===== src/rtl/des_align_ctrl.sv =====
// des_align_ctrl
// Word-alignment controller for the deserializer tree output. Rotates each
// W-bit word by a slip offset (bit 0 earliest) and runs an offset search
// against a training pattern until lock, then optionally monitors alignment
// and re-searches on persistent mismatches.
// Ports:
//   i_clk, i_rst_n        clock, synchronous active-low reset
//   i_en                  run alignment FSM (0 forces IDLE)
//   i_valid, i_dat        input word strobe and data
//   i_pattern             training pattern
//   i_mon_en              check pattern while LOCKED
//   o_dat, o_valid        aligned word, 1-cycle latency
//   o_offset              current slip offset
//   o_locked, o_fail      state decodes
//   o_state               IDLE=0 SETTLE=1 CHECK=2 SLIP=3 LOCKED=4 FAIL=5
//   o_err_cnt             saturating mismatch count while LOCKED
module des_align_ctrl #(
    parameter int unsigned Width        = 16,
    parameter int unsigned SettleCycles = 4,
    parameter int unsigned LockCount    = 8,
    parameter int unsigned ErrThresh    = 4
) (
    input  logic                     i_clk,
    input  logic                     i_rst_n,
    input  logic                     i_en,
    input  logic                     i_valid,
    input  logic [Width-1:0]         i_dat,
    input  logic [Width-1:0]         i_pattern,
    input  logic                     i_mon_en,
    output logic [Width-1:0]         o_dat,
    output logic                     o_valid,
    output logic [$clog2(Width)-1:0] o_offset,
    output logic                     o_locked,
    output logic                     o_fail,
    output logic [2:0]               o_state,
    output logic [7:0]               o_err_cnt
);

    localparam int unsigned OW  = $clog2(Width);
    localparam int unsigned SLW = $clog2(Width + 1);
    localparam int unsigned STW = $clog2(SettleCycles + 1);
    localparam int unsigned MCW = $clog2(LockCount + 1);
    localparam int unsigned CEW = $clog2(ErrThresh + 1);

    localparam logic [2:0] S_IDLE   = 3'd0;
    localparam logic [2:0] S_SETTLE = 3'd1;
    localparam logic [2:0] S_CHECK  = 3'd2;
    localparam logic [2:0] S_SLIP   = 3'd3;
    localparam logic [2:0] S_LOCKED = 3'd4;
    localparam logic [2:0] S_FAIL   = 3'd5;

    logic [2:0]       state_q,      state_d;
    logic [Width-1:0] prev_q,       prev_d;
    logic [Width-1:0] dat_q,        dat_d;
    logic             valid_q,      valid_d;
    logic [OW-1:0]    offset_q,     offset_d;
    logic             locked_q,     locked_d;
    logic             fail_q,       fail_d;
    logic [7:0]       err_cnt_q,    err_cnt_d;
    logic [STW-1:0]   settle_cnt_q, settle_cnt_d;
    logic [MCW-1:0]   match_cnt_q,  match_cnt_d;
    logic [SLW-1:0]   slip_cnt_q,   slip_cnt_d;
    logic [CEW-1:0]   cerr_cnt_q,   cerr_cnt_d;

    logic [2*Width-1:0] shifted;
    logic [Width-1:0]   aligned;
    logic               match;
    logic [OW-1:0]      offset_inc;

    // Offset k selects stream bits k..k+W-1; the previous word supplies LSBs.
    assign shifted = {i_dat, prev_q} >> offset_q;
    assign aligned = shifted[Width-1:0];
    assign match   = (aligned == i_pattern);

    // Explicit wrap so non-power-of-2 widths never reach an invalid offset.
    assign offset_inc = (offset_q == OW'(Width - 1)) ? '0 : offset_q + OW'(1);

    // Next-state, datapath and counters.
    always_comb begin
        state_d      = state_q;
        prev_d       = i_valid ? i_dat : prev_q;
        dat_d        = i_valid ? aligned : dat_q;
        valid_d      = i_valid;
        offset_d     = offset_q;
        err_cnt_d    = err_cnt_q;
        settle_cnt_d = settle_cnt_q;
        match_cnt_d  = match_cnt_q;
        slip_cnt_d   = slip_cnt_q;
        cerr_cnt_d   = cerr_cnt_q;

        if (!i_en) begin
            state_d      = S_IDLE;
            settle_cnt_d = '0;
            match_cnt_d  = '0;
            slip_cnt_d   = '0;
            cerr_cnt_d   = '0;
        end else begin
            case (state_q)
                S_IDLE: begin
                    state_d      = S_SETTLE;
                    settle_cnt_d = '0;
                    match_cnt_d  = '0;
                    slip_cnt_d   = '0;
                end
                S_SETTLE: begin
                    if (i_valid) begin
                        if (settle_cnt_q == STW'(SettleCycles - 1)) begin
                            state_d      = S_CHECK;
                            settle_cnt_d = '0;
                            match_cnt_d  = '0;
                        end else begin
                            settle_cnt_d = settle_cnt_q + STW'(1);
                        end
                    end
                end
                S_CHECK: begin
                    if (i_valid) begin
                        if (match) begin
                            if (match_cnt_q == MCW'(LockCount - 1)) begin
                                state_d     = S_LOCKED;
                                match_cnt_d = '0;
                                cerr_cnt_d  = '0;
                            end else begin
                                match_cnt_d = match_cnt_q + MCW'(1);
                            end
                        end else begin
                            match_cnt_d = '0;
                            state_d     = S_SLIP;
                        end
                    end
                end
                S_SLIP: begin
                    offset_d   = offset_inc;
                    slip_cnt_d = slip_cnt_q + SLW'(1);
                    if (slip_cnt_q == SLW'(Width - 1)) begin
                        state_d = S_FAIL;
                    end else begin
                        state_d      = S_SETTLE;
                        settle_cnt_d = '0;
                    end
                end
                S_LOCKED: begin
                    if (i_valid && i_mon_en) begin
                        if (match) begin
                            cerr_cnt_d = '0;
                        end else begin
                            if (err_cnt_q != 8'hFF) begin
                                err_cnt_d = err_cnt_q + 8'd1;
                            end
                            if (cerr_cnt_q == CEW'(ErrThresh - 1)) begin
                                // Lock lost: start a fresh full search.
                                state_d    = S_SLIP;
                                slip_cnt_d = '0;
                                cerr_cnt_d = '0;
                            end else begin
                                cerr_cnt_d = cerr_cnt_q + CEW'(1);
                            end
                        end
                    end
                end
                S_FAIL:  state_d = S_FAIL;
                default: state_d = S_IDLE;
            endcase
        end

        locked_d = (state_d == S_LOCKED);
        fail_d   = (state_d == S_FAIL);
    end

    // State and output registers.
    always_ff @(posedge i_clk) begin
        if (!i_rst_n) begin
            state_q      <= S_IDLE;
            prev_q       <= '0;
            dat_q        <= '0;
            valid_q      <= 1'b0;
            offset_q     <= '0;
            locked_q     <= 1'b0;
            fail_q       <= 1'b0;
            err_cnt_q    <= '0;
            settle_cnt_q <= '0;
            match_cnt_q  <= '0;
            slip_cnt_q   <= '0;
            cerr_cnt_q   <= '0;
        end else begin
            state_q      <= state_d;
            prev_q       <= prev_d;
            dat_q        <= dat_d;
            valid_q      <= valid_d;
            offset_q     <= offset_d;
            locked_q     <= locked_d;
            fail_q       <= fail_d;
            err_cnt_q    <= err_cnt_d;
            settle_cnt_q <= settle_cnt_d;
            match_cnt_q  <= match_cnt_d;
            slip_cnt_q   <= slip_cnt_d;
            cerr_cnt_q   <= cerr_cnt_d;
        end
    end

    assign o_dat     = dat_q;
    assign o_valid   = valid_q;
    assign o_offset  = offset_q;
    assign o_locked  = locked_q;
    assign o_fail    = fail_q;
    assign o_state   = state_q;
    assign o_err_cnt = err_cnt_q;

endmodule


===== config.mk =====
export PLATFORM = sky130hd
export DESIGN_NAME = des_align_ctrl
export DESIGN_NICKNAME = d
export VERILOG_FILES = /design/src/rtl/des_align_ctrl.sv
export SDC_FILE = /design/constraint.sdc
export NUM_CORES = 1
export LEC_CHECK = 0
export BUFFER_PORTS_ARGS = -buffer_cell sky130_fd_sc_hd__buf_2
export CAP_MARGIN = 25
export CORE_ASPECT_RATIO = 1.25
export CORE_UTILIZATION = 40
export CTS_BUF_LIST = sky130_fd_sc_hd__clkbuf_4 sky130_fd_sc_hd__clkbuf_8
export DETAILED_ROUTE_END_ITERATION = 6
export SYNTH_ARGS = -nofsm -noshare
export SYNTH_HDL_FRONTEND = slang
export SYNTH_SLANG_ARGS = --single-unit

===== constraint.sdc =====
create_clock -name i_clk -period 5.7 [get_ports i_clk]
set_input_delay 0 -clock i_clk [delete_from_list [all_inputs] [get_ports i_clk]]
set_output_delay 0 -clock i_clk [all_outputs]
set_load 0.005 [all_outputs]

* Word level (Yosys, flattened, before mapping)
Index checks and enable logic that the tools add are counted.
** Storage, ports and cells
- Flip-flop bits (word level) :: 65
- Bits in latches :: 0
- Memory bits (writable) :: 0
- Bits in read-only memories :: 0
- Input bits :: 37
- Output and inout bits :: 34
- Memories kept :: 0
** Operators by class
- Add/subtract/negate cells :: 6
- $mul :: 0
- Div/mod/pow operators :: 0
- Magnitude comparators :: 0
- Equal/unequal tests :: 23
- Shifts and indexed selects :: 1
- Mux-type cells :: 33
- Bitwise logic cells :: 1
- Reduce and logical (&&, ||, !) cells :: 13
** Operator list (number)
- $mux 3 :: 19
- $shr 32x4->16 :: 1
- $mux 4 :: 6
- $ne 2x2->1 const B :: 9
- $pmux 3 s6 :: 1
- $eq 16x16->1 :: 1
- $mux 5 :: 3
- $pmux 5 s3 :: 1
- $eq 3x2->1 const B :: 4
- $eq 3x3->1 const B :: 4
- $pmux 4 s3 :: 1
- $reduce_and 5->1 :: 2
- $pmux 3 s3 :: 1
- $reduce_bool 3->1 :: 3
- $add 4x1->4 const B :: 2
- $add 8x1->8 const B :: 1
- $ne 8x8->1 const B :: 1
- $reduce_and 4->1 :: 2
- $add 3x1->3 const B :: 2
- $pmux 3 s2 :: 1
- $add 5x1->5 const B :: 1
- $eq 5x4->1 const B :: 1
- $eq 4x3->1 const B :: 1
- $eq 4x4->1 const B :: 1
- other kinds (7) :: 8

* Logic depth before layout (Yosys ltp)
- Word-level depth :: 7
- Depth in mapped cells :: 13
- Depth with buffers taken out :: 9

* Least setup slack after synthesis
OpenSTA, ideal clock, no wires.
- Path type :: register to register
- From :: register offset_q[1], in the netlist o_offset[1]
- To :: register cerr_cnt_q[0]
- Arrival time :: 2832 ps
- Required time :: 5585 ps
- Path slack :: 2752 ps
- Stages on the path, launching flop included :: 13
- Path buffers :: 4
- Clock period less this slack :: 2948 ps
- Path through :: dfxtp_1 buf_4 buf_6 buf_2 mux4_2 nand3_1 o21ai_1 a2111oi_0 a32oi_1 nor4_4 buf_6 o21ai_1 a31o_1
** Between the ends
- Word-level cells in the longest chain between the ends :: 5
- Elaborated cells between the ends (all ways) :: 7
- Those cells by class :: 2 x eq/ne; 1 x shift; 3 x mux; 1 x reduce/logical
** Ends and longest elaborated chain
- from (decl) :: RTL line 56 : logic [OW-1:0] offset_q, offset_d;
- from (signal assigned) :: RTL line 190 : offset_q <= offset_d;
- $shr 32x4->16 (*) :: RTL line 71 : assign shifted = {i_dat, prev_q} >> offset_q;
- $eq 16x16->1 (*) :: RTL line 73 : assign match = (aligned == i_pattern);
- $mux 3 :: RTL line 144 : if (match) begin
- $mux 3 :: RTL line 143 : if (i_valid && i_mon_en) begin
- $pmux 3 s2 :: RTL line 98 : case (state_q)
- to (signal assigned) :: RTL line 197 : cerr_cnt_q <= cerr_cnt_d;
- to (decl) :: RTL line 63 : logic [CEW-1:0] cerr_cnt_q, cerr_cnt_d;
Mark *: on every way between the ends. The rest lies on a longest branch, timed or not. The select of a mux whose other input is x is not followed.
A chain may end at the register's enable or synchronous reset.

* Final worst setup path
- From :: register offset_q[2], in the netlist o_offset[2]
- To :: register state_q[0], in the netlist o_state[0]
** Between the ends
- Word-level cells in the longest chain between the ends :: 6
- Elaborated cells between the ends (all ways) :: 8
- Those cells by class :: 1 x eq/ne; 1 x shift; 6 x mux
** Ends and longest elaborated chain
- $shr 32x4->16 (*) :: RTL line 71
- $eq 16x16->1 (*) :: RTL line 73
- $mux 3, on equally long branches :: RTL line 144, 118
- $mux 3, on equally long branches :: RTL line 143, 117
- $pmux 3 s6 (*) :: RTL line 98
- $mux 3 (*) :: RTL line 91 : if (!i_en) begin
- to (signal assigned) :: RTL line 186 : state_q <= state_d;
- to (decl) :: RTL line 52 : logic [2:0] state_q, state_d;
Mark *: on every way between the ends. The rest lies on a longest branch, timed or not.

==> results_dict.tcl <==
set metrics [dict create \
    outcome "finished, final reports clean" \
    synth_area_um2 4910 \
    cpMostUsedCell "buf_4" \
    reg2reg_from "o_offset[2]$_SDFFE_PN0P_" \
    clk_latency_ps 350 \
    rsz0062_at_grt "false" \
    yosys-top-cells-area "dfxtp_1, mux4_2, mux2i_1, nor2b_1, xnor2_1" \
    slowest_stage "nor4_4" \
    multi_input_area_um2 3360 \
    cts_buffers 9 \
    async_reset_ff_share_pct 0 \
    max_cap_violations 0 \
    p_clk_share_pct 38.6 \
    post_cts_resized 0 \
    seqPwrFrac_pct 46.1 \
    relSlewSlack_pct 30.3 \
    worstSetupPathType "flip-flop to flip-flop" \
    fin_crit_ps 4020 \
    die_w_um 101 \
    syn_area_per_cell_um2 9.39 \
    ys_ff_latch 65 \
    finalSetupViolations 0 \
    io_buffers 70 \
    fin_nets 624 \
    yosys_warnings 0 \
    worstHoldPathType "input pin to flip-flop" \
    fmax_mhz 249 \
    antenna_found_initial 1 \
    crit_path_start_kind "flip-flop" \
    drtAntennaViolNets 0 \
    post-route-drc-count 0 \
    finalHoldViolCount 0 \
    start_util_pct 41.7 \
    clock_skew_ps 11.0 \
    grt_pass1_wl_um 20800 \
    clockBufferDepth 2 \
    gp_congestion 0.884 \
    syn_nets 567 \
    synthCells 523 \
    grt_pass1_vias 4022 \
    crit_chain "buf_4 > mux4_2 > mux2_2 > xor2_1 > nor4_1 > o2111ai_1 > nor4_4 > buf_4 > a21oi_1 > o21ba_2" \
    vias 4288 \
    routedWlPerCell_um 17.3 \
    cts_tree "done" \
    avgViaCountPerCell 5.75 \
    synth_cell_type_count 63 \
    tightest_slew_ps 1040 \
    crit_start "o_offset[2]$_SDFFE_PN0P_" \
    antennaDiodeCount 0 \
    yosysTopAreaCellShare_pct 26.5 \
    htreeDepth 3 \
    finalPower_mw 1.04 \
    crit_buf_inv 2 \
    core_um2 11800 \
    grt-ovfl-total 0 \
    seq_area_frac_synth_pct 26.5 \
    first_pass_iters 5 \
    sw_frac_of_total_pct 27.1 \
    syn2layout_area_growth_pct 13.7 \
    worst_ep_arrival_time_ps 4260 \
    intPower_mw 0.761 \
    hpwlAfterDp_um 9560 \
    netSwitchingPower_mw 0.283 \
    power_frac_comb_pct 15.3 \
    synth_flop_cell "dfxtp_1" \
    seq_area_um2 1310 \
    vdd_drop_max_mv 0.107 \
    synth_edf_count 0 \
    hp-start "i_dat[6]" \
    yosysTopAreaCell "dfxtp_1" \
    root_buffer "clkbuf_8" \
    fin_crit_sh_pct 70.5 \
    cts.sinks 65 \
    finalMaxSlewViolations 0 \
    cp_top_family "simple AND/OR/NAND/NOR gates" \
    total_leakage_power_nw 2.06 \
    grt_usage_pct 21.1 \
    die_h_um 126 \
    drtIter0Drc 222 \
    design.die.area_um2 12700 \
    grt_max_degree 51 \
    placement_rows 44 \
    cp_max_fo 27 \
    fin_setup_tns_ps 0 \
    drive_gt1_share_pct 23.4 \
    critPathMaxStageDelay_ps 830 \
    fill_cells 1168 \
    required_ps 5950 \
    pin_count 71 \
    clk_pin_slew_ps 70 \
    powerDensity_nw_per_um2 187 \
    end_kind "flip-flop" \
    wirelength_um 12900 \
]
==> per-stage QoR <==
step                      util [%]  hold WS, ps  instance area [µm²]  cells  worst slack [ps]
after floorplan                  -          168                 4910    523              2750
after global placement        45.0          254                 5300    722              1770
after detailed placement      45.0          278                 5300    722              1680
after CTS                     47.4         2.02                 5580    746              1670
after global routing          47.4         21.1                 5580    746              1250
final                         47.4         16.1                 5580    746              1680
==> metal layers <==
metal	routed length [µm]	track usage, %
met5	18	0
met4	219	6.82
met3	673	4.00
met2	6720	36.7
met1	5310	25.9
==> cells in the mapped netlist (6+ instances only) <==
cell type / number
nor2b_1: 40
mux2i_1: 52
a211oi_1: 8
and3_1: 6
ha_1: 7
nand3_1: 20
buf_6: 6
dfxtp_1: 65
o21ai_1: 7
a21boi_0: 7
inv_1: 10
nor2_1: 23
clkbuf_1: 18
a21oi_1: 20
and2_1: 6
or3_1: 7
nand4_1: 6
xnor2_1: 24
mux4_2: 31
nand2_1: 38
o21ai_0: 14
xor2_1: 13
==> state kept, by name (all words and copies together), names as in the netlist <==
name	count
settle_cnt_q	3
o_err_cnt	8
match_cnt_q	4
o_fail	1
o_offset	4
o_state	3
prev_q	16
o_dat	16
slip_cnt_q	5
o_valid	1
cerr_cnt_q	3
o_locked	1
==> cells in the final DEF (no fill, tap or decap), types with 4 or more instances in the layout <==
master	n
buf_4	6
dfxtp_1	62
mux2i_1	52
xnor2_1	24
mux2_2	4
o21ai_0	14
a31oi_1	4
a21boi_1	5
or3_1	7
ha_1	7
xor2_1	13
mux4_2	31
inv_1	10
o21ai_1	7
and2_1	6
nor2_1	23
a21oi_1	20
nand4_1	6
nor2b_1	40
dlygate4sd3_1	8
a32oi_1	5
nand2_1	38
o211ai_1	4
buf_2	70
nand4b_1	4
a21boi_0	7
nand3_1	20
nor3_1	5
and3_1	6
a211oi_1	8
clkbuf_8	10
nand2b_1	5
==> logic make-up after synthesis <==
| logic type | count (synthesis) | synth area share, % |
|---|---|---|
| flip-flops | 65 | 26.5 |
| adder cells (fa/ha/maj) | 7 | 1.78 |
| AO/OA/AOI/OAI | 101 | 13.9 |
| AND/OR/NAND/NOR | 175 | 19.3 |
| XOR/XNOR | 37 | 6.60 |
| buffers and inverters | 48 | 5.02 |
| multiplexers | 90 | 26.9 |
==> final timing paths <==
| path | endpoint | slack (ps) | cells after the start |
|---|---|---|---|
| max | o_state[0]$_SDFF_PN0_ | 1680 | 10 |
| min | prev_q[6]$_SDFFE_PN0P_ | 20 | 3 |
| max reg2reg | o_state[0]$_SDFF_PN0_ | 1680 | 10 |
| min reg2reg | o_dat[12]$_SDFFE_PN0P_ | 470 | 2 |
==> worst min-delay path, delay by kind of cell <==
family	cells	cell delay, ps
buf+inv	1	140
mux	1	90
simple gates	1	100
==> layout make-up <==
cell class                      count  area share [%]
Timing Repair Buffer               84            8.52
Clock inverter                      5           0.986
Inverter                           10           0.672
Clock buffer                       11            2.60
Multi-Input combinational cell    410            60.2
Tap cell                          161            3.61
Sequential cell                    65            23.4
==> power by group through the flow <==
stage / Combinational [mW] / Clock [mW] / Sequential (mW)
2_1_floorplan: 0.105 / 0 / 0.485
3_3_place_gp: 0.154 / 0 / 0.491
3_5_place_dp: 0.156 / 0 / 0.491
4_1_cts: 0.161 / 0.413 / 0.481
5_1_grt: 0.174 / 0.437 / 0.483
6_report: 0.160 / 0.402 / 0.481
==> what timing repair did <==
item,CTS,global route
setup buffers,0,0
hold buffers,8,0
endpoints found under the hold margin,8,0
No activity file was read; power rests on OpenSTA's default activity.
